$ cat config.mk
export PLATFORM = sky130hd
export DESIGN_NAME = ssd_scan_driver
export DESIGN_NICKNAME = d
export VERILOG_FILES = /design/src/rtl/ssd_scan_driver_pkg.sv /design/src/rtl/ssd_scan_driver_glyph_rom.sv /design/src/rtl/ssd_scan_driver.sv
export SDC_FILE = /design/constraint.sdc
export NUM_CORES = 1
export LEC_CHECK = 0
export BUFFER_PORTS_ARGS = -buffer_cell sky130_fd_sc_hd__buf_4
export CORE_ASPECT_RATIO = 1.25
export CORE_MARGIN = 5
export CORE_UTILIZATION = 38
export DETAILED_ROUTE_END_ITERATION = 10
export GPL_ROUTABILITY_DRIVEN = 0
export REMOVE_ABC_BUFFERS = 1
export SLEW_MARGIN = 20
export SYNTH_ARGS = -nofsm -noshare
export SYNTH_HDL_FRONTEND = slang
export SYNTH_SLANG_ARGS = --single-unit
$ cat constraint.sdc
create_clock -name i_clk -period 5.7 [get_ports i_clk]
set_input_delay 1.14 -clock i_clk [delete_from_list [all_inputs] [get_ports i_clk]]
set_output_delay 1.14 -clock i_clk [all_outputs]
set_load 0.02 [all_outputs]
$ cat src/rtl/ssd_scan_driver_pkg.sv
// Shared glyph constants for the seven-segment scan driver.
// All glyphs are GFEDCBA, active-low (bit 6 = G, bit 0 = A).
package ssd_scan_driver_pkg;
  typedef logic [6:0] seg_t;

  localparam seg_t SEG_0     = 7'b1000000;
  localparam seg_t SEG_1     = 7'b1111001;
  localparam seg_t SEG_2     = 7'b0100100;
  localparam seg_t SEG_3     = 7'b0110000;
  localparam seg_t SEG_4     = 7'b0011001;
  localparam seg_t SEG_5     = 7'b0010010;
  localparam seg_t SEG_6     = 7'b0000010;
  localparam seg_t SEG_7     = 7'b1111000;
  localparam seg_t SEG_8     = 7'b0000000;
  localparam seg_t SEG_9     = 7'b0010000;
  localparam seg_t SEG_A     = 7'b0001000;
  localparam seg_t SEG_B     = 7'b0000011;
  localparam seg_t SEG_C     = 7'b1000110;
  localparam seg_t SEG_D     = 7'b0100001;
  localparam seg_t SEG_E     = 7'b0000110;
  localparam seg_t SEG_F     = 7'b0001110;
  localparam seg_t SEG_DASH  = 7'b0111111;
  localparam seg_t SEG_BLANK = 7'b1111111;
endpackage

$ cat src/rtl/ssd_scan_driver_glyph_rom.sv
// Nibble to active-low GFEDCBA glyph; BCD mode turns 10..15 into a dash.
module ssd_glyph_rom
  import ssd_scan_driver_pkg::*;
(
  input  logic [3:0] i_nibble,
  input  logic       i_bcd_mode,
  output logic [6:0] o_glyph
);
  always_comb begin
    o_glyph = SEG_BLANK;
    if (i_bcd_mode && (i_nibble > 4'd9)) begin
      o_glyph = SEG_DASH;
    end else begin
      case (i_nibble)
        4'h0: o_glyph = SEG_0;
        4'h1: o_glyph = SEG_1;
        4'h2: o_glyph = SEG_2;
        4'h3: o_glyph = SEG_3;
        4'h4: o_glyph = SEG_4;
        4'h5: o_glyph = SEG_5;
        4'h6: o_glyph = SEG_6;
        4'h7: o_glyph = SEG_7;
        4'h8: o_glyph = SEG_8;
        4'h9: o_glyph = SEG_9;
        4'hA: o_glyph = SEG_A;
        4'hB: o_glyph = SEG_B;
        4'hC: o_glyph = SEG_C;
        4'hD: o_glyph = SEG_D;
        4'hE: o_glyph = SEG_E;
        4'hF: o_glyph = SEG_F;
        default: o_glyph = SEG_BLANK;
      endcase
    end
  end
endmodule

$ cat src/rtl/ssd_scan_driver.sv
// Time-multiplexed common-anode display driver: prescaler, digit scan, shadow
// registers, leading-zero blanking and registered active-low outputs.
module ssd_scan_driver
  import ssd_scan_driver_pkg::*;
#(
  parameter int DIGITS      = 4,
  parameter int REFRESH_DIV = 50000
) (
  input  logic                  i_clk,
  input  logic                  i_rst,
  input  logic [4*DIGITS-1:0]   i_value,
  input  logic                  i_load,
  input  logic [DIGITS-1:0]     i_dp_mask,
  input  logic                  i_bcd_mode,
  input  logic                  i_blank_leading,
  input  logic                  i_enable,
  output logic [6:0]            o_segments,
  output logic                  o_dp,
  output logic [DIGITS-1:0]     o_anodes,
  output logic                  o_strobe
);
  localparam int PRE_W = $clog2(REFRESH_DIV);
  localparam int IDX_W = (DIGITS > 1) ? $clog2(DIGITS) : 1;
  localparam logic [PRE_W-1:0] PRE_MAX = PRE_W'(REFRESH_DIV - 1);
  localparam logic [IDX_W-1:0] IDX_MAX = IDX_W'(DIGITS - 1);

  logic [PRE_W-1:0]       r_pre;
  logic [IDX_W-1:0]       r_idx;
  logic [DIGITS-1:0][3:0] r_value;
  logic [DIGITS-1:0]      r_dp_mask;
  logic [6:0]             r_segments;
  logic                   r_dp;
  logic [DIGITS-1:0]      r_anodes;
  logic                   r_strobe;

  logic                   w_wrap;
  logic                   w_guard;
  logic [3:0]             w_nibble;
  logic [6:0]             w_glyph;
  logic [DIGITS-1:0]      w_blank;
  logic [DIGITS-1:0]      w_onehot;

  assign w_wrap   = (r_pre == PRE_MAX);
  // PreCnt==0 doubles as the anti-ghosting blank right after each digit change
  assign w_guard  = (r_pre == '0) || !i_enable;
  assign w_nibble = r_value[r_idx];
  assign w_onehot = DIGITS'(1) << r_idx;

  ssd_glyph_rom u_rom (
    .i_nibble  (w_nibble),
    .i_bcd_mode(i_bcd_mode),
    .o_glyph   (w_glyph)
  );

  // Digit i blanks when it and every more-significant nibble are zero
  for (genvar gi = 0; gi < DIGITS; gi++) begin : g_blank
    if (gi == 0) begin : g_lsd
      assign w_blank[gi] = 1'b0;
    end else begin : g_upper
      assign w_blank[gi] = i_blank_leading && (r_value[DIGITS-1:gi] == '0);
    end
  end

  always_ff @(posedge i_clk) begin
    if (i_rst) begin
      r_pre      <= '0;
      r_idx      <= '0;
      r_value    <= '0;
      r_dp_mask  <= '0;
      r_segments <= SEG_BLANK;
      r_dp       <= 1'b1;
      r_anodes   <= '1;
      r_strobe   <= 1'b0;
    end else begin
      r_pre    <= w_wrap ? '0 : r_pre + PRE_W'(1);
      r_strobe <= w_wrap;
      if (w_wrap) r_idx <= (r_idx == IDX_MAX) ? '0 : r_idx + IDX_W'(1);
      if (i_load) begin
        r_value   <= i_value;
        r_dp_mask <= i_dp_mask;
      end
      if (w_guard) begin
        r_anodes   <= '1;
        r_segments <= SEG_BLANK;
        r_dp       <= 1'b1;
      end else begin
        r_anodes   <= ~w_onehot;
        r_segments <= w_blank[r_idx] ? SEG_BLANK : w_glyph;
        r_dp       <= ~r_dp_mask[r_idx];
      end
    end
  end

  assign o_segments = r_segments;
  assign o_dp       = r_dp;
  assign o_anodes   = r_anodes;
  assign o_strobe   = r_strobe;
endmodule

=== Word level (Yosys, flattened, before mapping) ===
Memory sizes are Yosys's and may differ from the RTL's.
Cells that the tools add are included.

* Word-level logic and storage cells: 44
* Register bits after elaboration: 51
* Memory bits (read-only): 112
* Bits of input ports: 26
* Memories: 1
* Output and inout bits: 13

{| class="wikitable"
|+ Memories
! memory !! depth !! bits a word !! rd ports !! clocked after memory_dff !! write ports !! RTL line !! source
|-
| (name not given) || 16 || 7 || 1 || 0 || 0 || ssd_scan_driver_glyph_rom.sv:14 || <nowiki>case (i_nibble)</nowiki>
|}

* Eq/ne operators: 2
* Add/sub/neg operators: 2
* Mux-type cells: 8
* Magnitude comparators: 2
* Bitwise logic cells: 2
* Reductions and logical operators: 14
* Shift-type cells: 1

{| class="wikitable"
|+ Operators by type and width
! kind !! count
|-
| $add A16 B1 Y16 const B || 1
|-
| $eq A16 B16 Y1 const B || 1
|-
| $logic_not A16 Y1 || 1
|-
| $logic_not A12 Y1 || 1
|-
| $bmux W4 S2 || 1
|-
| $logic_not A8 Y1 || 1
|-
| $mux W7 || 1
|-
| $bmux W1 S2 || 2
|-
| $gt A4 B4 Y1 const B || 1
|-
| $logic_and A1 B1 Y1 || 4
|-
| $logic_not A4 Y1 || 1
|-
| $mux W4 || 1
|-
| $not A4 Y4 || 1
|-
| $reduce_or A2 Y1 || 2
|-
| $reduce_or A4 Y1 || 1
|-
| $shl A1 B2 Y4 const A || 1
|-
| $lt A2 B3 Y1 const B || 1
|-
| $reduce_or A3 Y1 || 1
|-
| $add A2 B1 Y2 const B || 1
|-
| $eq A2 B2 Y1 const B || 1
|-
| $mux W1 || 2
|-
| $mux W2 || 1
|-
| $logic_not A1 Y1 || 1
|-
| $logic_or A1 B1 Y1 || 1
|-
| $not A1 Y1 || 1
|}

=== Longest topological paths before layout ===
Gate-level depths: netlist of run 1.

* Word-level depth: 5
* Gate-level depth with buffers: 8
* Gate-level depth less buffers: 7

=== Hierarchy ===
A second synthesis of run 1 with hierarchy kept.

* Cell total of the unflattened synthesis: 251
* Area total of the unflattened synthesis: 2393.5 µm²

{| class="wikitable"
|+ Modules (own cells, without submodules)
! module !! area an instance (µm²) !! sequential area each (µm²) !! cells each !! instances
|-
| ssd_scan_driver || 2070.7 || 1021.0 || 208 || 1
|-
| ssd_glyph_rom || 322.8 || 0.0 || 43 || 1
|}

=== Least setup slack after synthesis of run 1 ===
No wires, ideal clock.

* Kind: register to register
* Start point: register r_idx[0]
* End point: register r_segments[4] (netlist: o_segments[4])
* Required time: 5.572 ns
* Clock period less this slack: 2.352 ns
* Buffers on the path: 1
* Cell stages (with the launch flop): 9
* Arrival time: 2.224 ns
* Library setup time: 0.128 ns
* Setup slack: 3.348 ns
* Cell sequence: dfxtp_1 buf_6 mux4_1 inv_1 ha_1 nor2_1 o211a_1 and3b_4 o221ai_2

* Word-level cells in the longest chain between the ends: 5
* Elaborated cells between the ends (all ways): 8

{| class="wikitable"
|+ Ends and longest elaborated chain
! what !! RTL line !! source
|-
| from (decl) || ssd_scan_driver.sv:28 || <nowiki>logic [IDX_W-1:0] r_idx;</nowiki>
|-
| from (signal assigned) || ssd_scan_driver.sv:77 || <nowiki>if (w_wrap) r_idx <= (r_idx == IDX_MAX) ? '0 : r_idx + IDX_W'(1);</nowiki>
|-
| $bmux W4 S2 || ssd_scan_driver.sv:46 || <nowiki>assign w_nibble = r_value[r_idx];</nowiki>
|-
| $mux W4 (not written as such) || ssd_scan_driver.sv:46 ||
|-
| $gt A4 B4 Y1 || ssd_scan_driver_glyph_rom.sv:11 || <nowiki>if (i_bcd_mode && (i_nibble > 4'd9)) begin</nowiki>
|-
| $logic_and A1 B1 Y1 || ssd_scan_driver_glyph_rom.sv:11 ||
|-
| $reduce_or A4 Y1 (no source line) || - ||
|-
| to (signal assigned) || ssd_scan_driver.sv:88 || <nowiki>r_segments <= w_blank[r_idx] ? SEG_BLANK : w_glyph;</nowiki>
|-
| to (decl) || ssd_scan_driver.sv:31 || <nowiki>logic [6:0] r_segments;</nowiki>
|}

Parallel ways exist; a longest one is shown, timed or not. The select of a mux whose other input is x is not followed.
A chain may end at the register's enable or synchronous reset.

=== Worst setup path after layout of run 1 ===
Ends and elaborated chain as after synthesis.

==> impl_metrics.yaml, run 1 <==
status:
  status: "completed"
flow_run:
  max_cap_violations: 0
timing:
  clock_skew_ps: 7.43
  setup_tns_ps: 0
  worstMarginPinSlew_ps: 682
  drv_slew: 0
  setup_viol: 0
  relSlewSlack: 0.545
  period_share: 0.456
  whs_ps: 485
  hold_violations: 0
  fmax_mhz: 385
  layout_min_cycle_time_ps: 2600
  rsz0062_at_grt: "false"
placement:
  portBuffers: 38
  place_inst: 346
  place_hpwl_mm: 3.49
detailed_routing:
  drt_iter0_drc: 63
  dr.pass1.iters: 4
  drc: 0
  vias: 1672
  wl_mm: 4.55
  via_per_inst: 4.72
  wl_per_cell_microns: 12.8
  ant_nets: 0
power_and_ir_drop:
  cellPowerDensity_nw_per_um2: 255
  total_leakage_power_nw: 1.15
  ir_drop_mv: 0.153
  totalPowerFinal_mw: 0.720
logic_synthesis:
  synth_edf_count: 0
  yosys.area_share.simple: 0.185
  synthAdderAreaFrac: 0.0630
  synthMuxAreaShare: 0.156
  synth_compound_area_frac: 0.0699
  ys_seq_area_frac: 0.429
  synth_top_family_by_area: "simple AND/OR/NAND/NOR gates"
  synthesis.area_sq_um: 2380
  synth_warnings: 0
  synth_ff_type: "dfxtp_1"
  synth-async-reset-ratio: 0
  syn_inst: 233
  synth-seq-cells: 51
  syn_avg_cell_area_sq_um: 10.2
  synthXorXnorAreaFrac: 0.0515
  synth_cell_type_count: 41
global_routing:
  grt_pass1_vias: 1657
  grt_max_degree: 26
  grt.busiest_layer: "met2"
  grt.total_usage: 0.127
  grt_pass1_wl_mm: 7.91
  use_met2: 0.204
  met1_usage: 0.157
  grtUsageMet3: 0.0347
  antenna_found_initial: 0
  grt-ovfl-total: 0
critical_path:
  cpLargestDelayFamily: "multiplexers"
  rrSetupSlack_ps: 3100
  crit_slowest_cell: "mux4_1"
  r2r-end: "o_segments[4]"
  r2r-start: "r_idx[0]"
  crit_path_end_kind: "flip-flop"
  cp.required_ps: 5890
  crit_fanout: 9
  r2r_cells: 7
  worstSetupPathType: "flip-flop to flip-flop"
  start_kind: "flip-flop"
  critPathArrivalTime_ps: 2780
  crit_chain: "mux4_1, inv_1, ha_1, nor2_1, o211a_1, and3b_4, o221ai_2"
  cpPeakStageDelay_ps: 710
  critPathBufInv: 1
hold_path:
  hp-class: "flip-flop to flip-flop"
  whs_path_depth: 1
  hp-start: "r_pre[0]"
  min_to: "r_pre[0]"
floorplanning:
  die-area_sq_um: 7960
  initial_core_util: 0.389
  die_height_microns: 98.5
  placeableCoreArea_sq_um: 6130
  dieWidth_microns: 80.8
  placementRows: 32
  ioPinCount: 39
cells_and_area:
  final_nets: 306
  area_delta_synth_final_pct: 18.6
  fin_util: 0.461
  diodes: 0
  drive_above_1_share: 0.242
  finalNonFillerCells: 354
clock_network:
  post_cts_buffers: 0
  clk_latency_ps: 300
  cts_tree: "yes"
  htree_num_levels: 2
  clkTransAtPathRegs_ps: 90
  clock_sinks: 51
  ctsHoldBuffers: 0
  clockBufferDepth: 2
  clock-root-buffer: "clkbuf_8"
  cts_buffers: 5
  post_cts_resized: 0
==> metrics by stage <==
| stage | cell area [sq um] | worst slack (ps) |
|---|---|---|
| 2_1_floorplan | 2320 | 3300 |
| 5_1_grt | 2830 | 2850 |
| 3_5_place_dp | 2710 | 3090 |
| 4_1_cts | 2830 | 3080 |
| 3_3_place_gp | 2710 | 3140 |
| 6_report | 2830 | 3100 |
==> cell usage after synthesis, types with 3 or more instances <==
master    count  share of area
dfxtp_1      51           0.43
nor2_1       47          0.074
mux2i_1      21          0.088
nand2_1      13          0.020
ha_1         12          0.063
inv_1        12          0.019
xnor2_1       8          0.029
xor2_1        6          0.022
clkbuf_1      5         0.0079
nand3_1       5          0.011
nand2b_1      4          0.011
nand4_1       4          0.011
buf_6         3          0.014
mux4_1        3          0.033
mux4_2        3          0.028
nor3_1        3         0.0063
o211ai_2      3          0.016
or4_1         3         0.0095
==> how the worst max path moves through the flow <==
| stage | startpoint | endpoint | depth (start not counted) |
|---|---|---|---|
| after global routing | r_idx[0] | o_segments[2] | 7 |
| after detailed placement | r_idx[0] | o_segments[4] | 7 |
| after global placement | r_idx[0] | o_segments[4] | 7 |
| final | r_idx[0] | o_segments[4] | 7 |
| after CTS | r_idx[0] | o_segments[4] | 7 |
| after floorplan | r_idx[0] | o_segments[4] | 7 |
==> worst register-to-register path, stage by stage, from the launching register on <==
cell,delay (ps)
dfxtp_1,550
mux4_1,710
inv_1,180
ha_1,280
nor2_1,70
o211a_1,220
and3b_4,370
o221ai_2,110
==> logic make-up (layout without fill, tap and decap cells) <==
kind of cell | count (synthesis) | after routing
AO/OA/AOI/OAI | 16 | 16
XOR/XNOR | 14 | 14
adder cells (fa/ha/maj) | 12 | 12
buffers and inverters | 22 | 58
flip-flops | 51 | 51
multiplexers | 28 | 28
AND/OR/NAND/NOR | 90 | 90
==> where the power goes <==
part,switching [mW],total (mW),leakage (nW),internal [mW]
logic,0.0404,0.0821,0.672,0.0418
registers,0.00844,0.378,0.417,0.370
clock network,0.117,0.259,0.0612,0.142
==> final cells by class <==
cell class	count	area (sq um)
sequential	51	1020
timing repair buffer	38	285
tap	85	106
clock buffer	6	82.6
clock inverter	2	35.0
inverter	12	45.0
multi-input combinational	160	1250
fill	584	3300
==> flip-flops by register name, summed over array words and instances (netlist names) <==
| name | cells |
|---|---|
| o_anodes | 4 |
| r_pre | 16 |
| r_idx | 2 |
| r_dp_mask | 4 |
| o_dp | 1 |
| o_strobe | 1 |
| r_value | 16 |
| o_segments | 7 |
==> layer usage <==
layer | routed length [microns] | vias to the layer above | part of all wire
li1 | - | 870 | -
met1 | 1990 | 769 | 0.44
met2 | 2270 | 25 | 0.50
met3 | 192 | 8 | 0.042
met4 | 97 | 0 | 0.021
met5 | 0 | - | 0
==> placed cells by master (no fill, tap or decap), types with 2 or more instances in the layout <==
master    netlist  routed
inv_1          12      12
nor4_1          2       2
buf_4           1      38
ha_1           12      12
o211ai_1        2       2
mux4_2          3       3
o211ai_2        3       3
a21oi_1         2       2
nand2b_1        4       4
nand3_1         5       5
o221ai_2        2       2
mux4_1          3       3
clkbuf_8        0       6
xnor2_1         8       8
nor2_1         47      47
nand2_1        13      13
xor2_1          6       6
dfxtp_1        51      51
nor3_1          3       3
nand4_1         4       4
mux2i_1        21      21
or4_1           3       3
Power figures use the tool's default switching activity.
==> run 2, diff against run 1 <==
Clock period 5.7 ns to 2.15 ns, I/O delays scaled along.
==> run 2 against run 1 <==
Compared with the run above:
- via count rose by 2.4%
- wire length is 5.8% higher
- sequential share of layout area fell by 0.63 points
- sequential power grew to 2.6 times the previous value
- largest cell class unchanged
- die area did not move
- hold slack got worse by 130 ps
==> impl_metrics.yaml, run 2 (synthesis results as in run 1) <==
status:
  status: "completed"
critical_path:
  crit_path_end_kind: "flip-flop"
  critPathArrivalTime_ps: 2210
  cp.required_ps: 2340
  worstSetupPathType: "flip-flop to flip-flop"
  start_kind: "flip-flop"
  rrSetupSlack_ps: 130
  crit_fanout: 6
detailed_routing:
  drt_iter0_drc: 71
  vias: 1712
  wl_mm: 4.81
  ant_nets: 0
  via_per_inst: 4.69
  dr.pass1.iters: 4
  drc: 0
  wl_per_cell_microns: 13.2
clock_network:
  clk_latency_ps: 300
  clkTransAtPathRegs_ps: 100
  clock-root-buffer: "clkbuf_8"
  clockBufferDepth: 2
  cts_buffers: 5
  clock_sinks: 51
  htree_num_levels: 2
  cts_tree: "yes"
timing:
  hold_violations: 0
  setup_tns_ps: 0
  drv_slew: 0
  fmax_mhz: 494
  clock_skew_ps: 6.24
  rsz0062_at_grt: "false"
  layout_min_cycle_time_ps: 2020
  period_share: 0.941
  setup_viol: 0
  worstMarginPinSlew_ps: 351
  whs_ps: 356
  relSlewSlack: 0.765
cells_and_area:
  fin_util: 0.470
  final_nets: 317
  drive_above_1_share: 0.282
  fillers: 585
  diodes: 0
  finalNonFillerCells: 365
  area_delta_synth_final_pct: 20.9
  layout.cells.most_common_list: "dfxtp_1, buf_4, nor2_1"
  final_common_cell: "dfxtp_1"
power_and_ir_drop:
  ir_drop_mv: 0.376
  cellPowerDensity_nw_per_um2: 626
  totalPowerFinal_mw: 1.80
  total_leakage_power_nw: 1.18
floorplanning:
  placementRows: 32
  ioPinCount: 39
  placeableCoreArea_sq_um: 6130
  initial_core_util: 0.389
  dieWidth_microns: 80.8
  die_height_microns: 98.5
  die-area_sq_um: 7960
flow_run:
  max_cap_violations: 0
placement:
  place_hpwl_mm: 3.70
  place_inst: 355
  portBuffers: 38
global_routing:
  grt-ovfl-total: 0
  grt_max_degree: 25
  grt.total_usage: 0.131
  grt_pass1_wl_mm: 8.23
  grt_pass1_vias: 1738
  antenna_found_initial: 0
hold_path:
  hp-class: "primary input to flip-flop"
==> run 2: worst paths after layout <==
kind / start / end / cells past startpoint
setup / recovery: r_idx[1] / o_segments[4] / 7
hold / removal: i_value[1] / r_value[1] / 3
setup reg to reg: r_idx[1] / o_segments[4] / 7
hold reg to reg: r_pre[0] / r_pre[0] / 1
==> run 2: routing by layer <==
| layer | part of all wire | wire length, microns | up-vias | GRT usage |
|---|---|---|---|---|
| li1 | - | - | 886 | - |
| met1 | 0.43 | 2070 | 802 | 0.153 |
| met2 | 0.53 | 2550 | 20 | 0.235 |
| met3 | 0.031 | 151 | 4 | 0.0283 |
| met4 | 0.0081 | 39 | 0 | 0.0390 |
| met5 | 0 | 0 | - | 0 |
==> run 2: timing repair <==
item                       CTS  global route
setup endpoints to repair    0             6
setup buffers                0             2
hold buffers                 0             0
resized for setup            0             4
==> run 2: through the flow <==
stage | cell area (sq um) | worst slack (ps)
after floorplan | 2320 | -253
after global placement | 2780 | 83.1
after detailed placement | 2780 | 29.5
after CTS | 2870 | 24.6
after global routing | 2880 | 1.32
final | 2880 | 126
==> run 2: final cells by class <==
class | instances | area (sq um) | share of cell area
repair buffers | 49 | 372 | 0.129
flip-flops and latches | 51 | 1020 | 0.355
inverters | 12 | 45.0 | 0.0156
clock inverters | 3 | 22.5 | 0.00782
multi-input cells | 160 | 1240 | 0.432
clock buffers | 5 | 68.8 | 0.0239
well taps | 85 | 106 | 0.0369
==> run 2: report_power, final <==
| part | internal [mW] | total (mW) | switching (mW) |
|---|---|---|---|
| logic | 0.122 | 0.234 | 0.112 |
| clock network | 0.236 | 0.564 | 0.328 |
| registers | 0.981 | 1.00 | 0.0235 |
==> run 2: critical path, cell delays in order, from the launching register on <==
cell,delay (ps)
dfxtp_1,360
mux4_2,560
inv_1,100
ha_1,160
nor2_1,50
o211a_1,210
and3b_4,360
o221ai_2,100
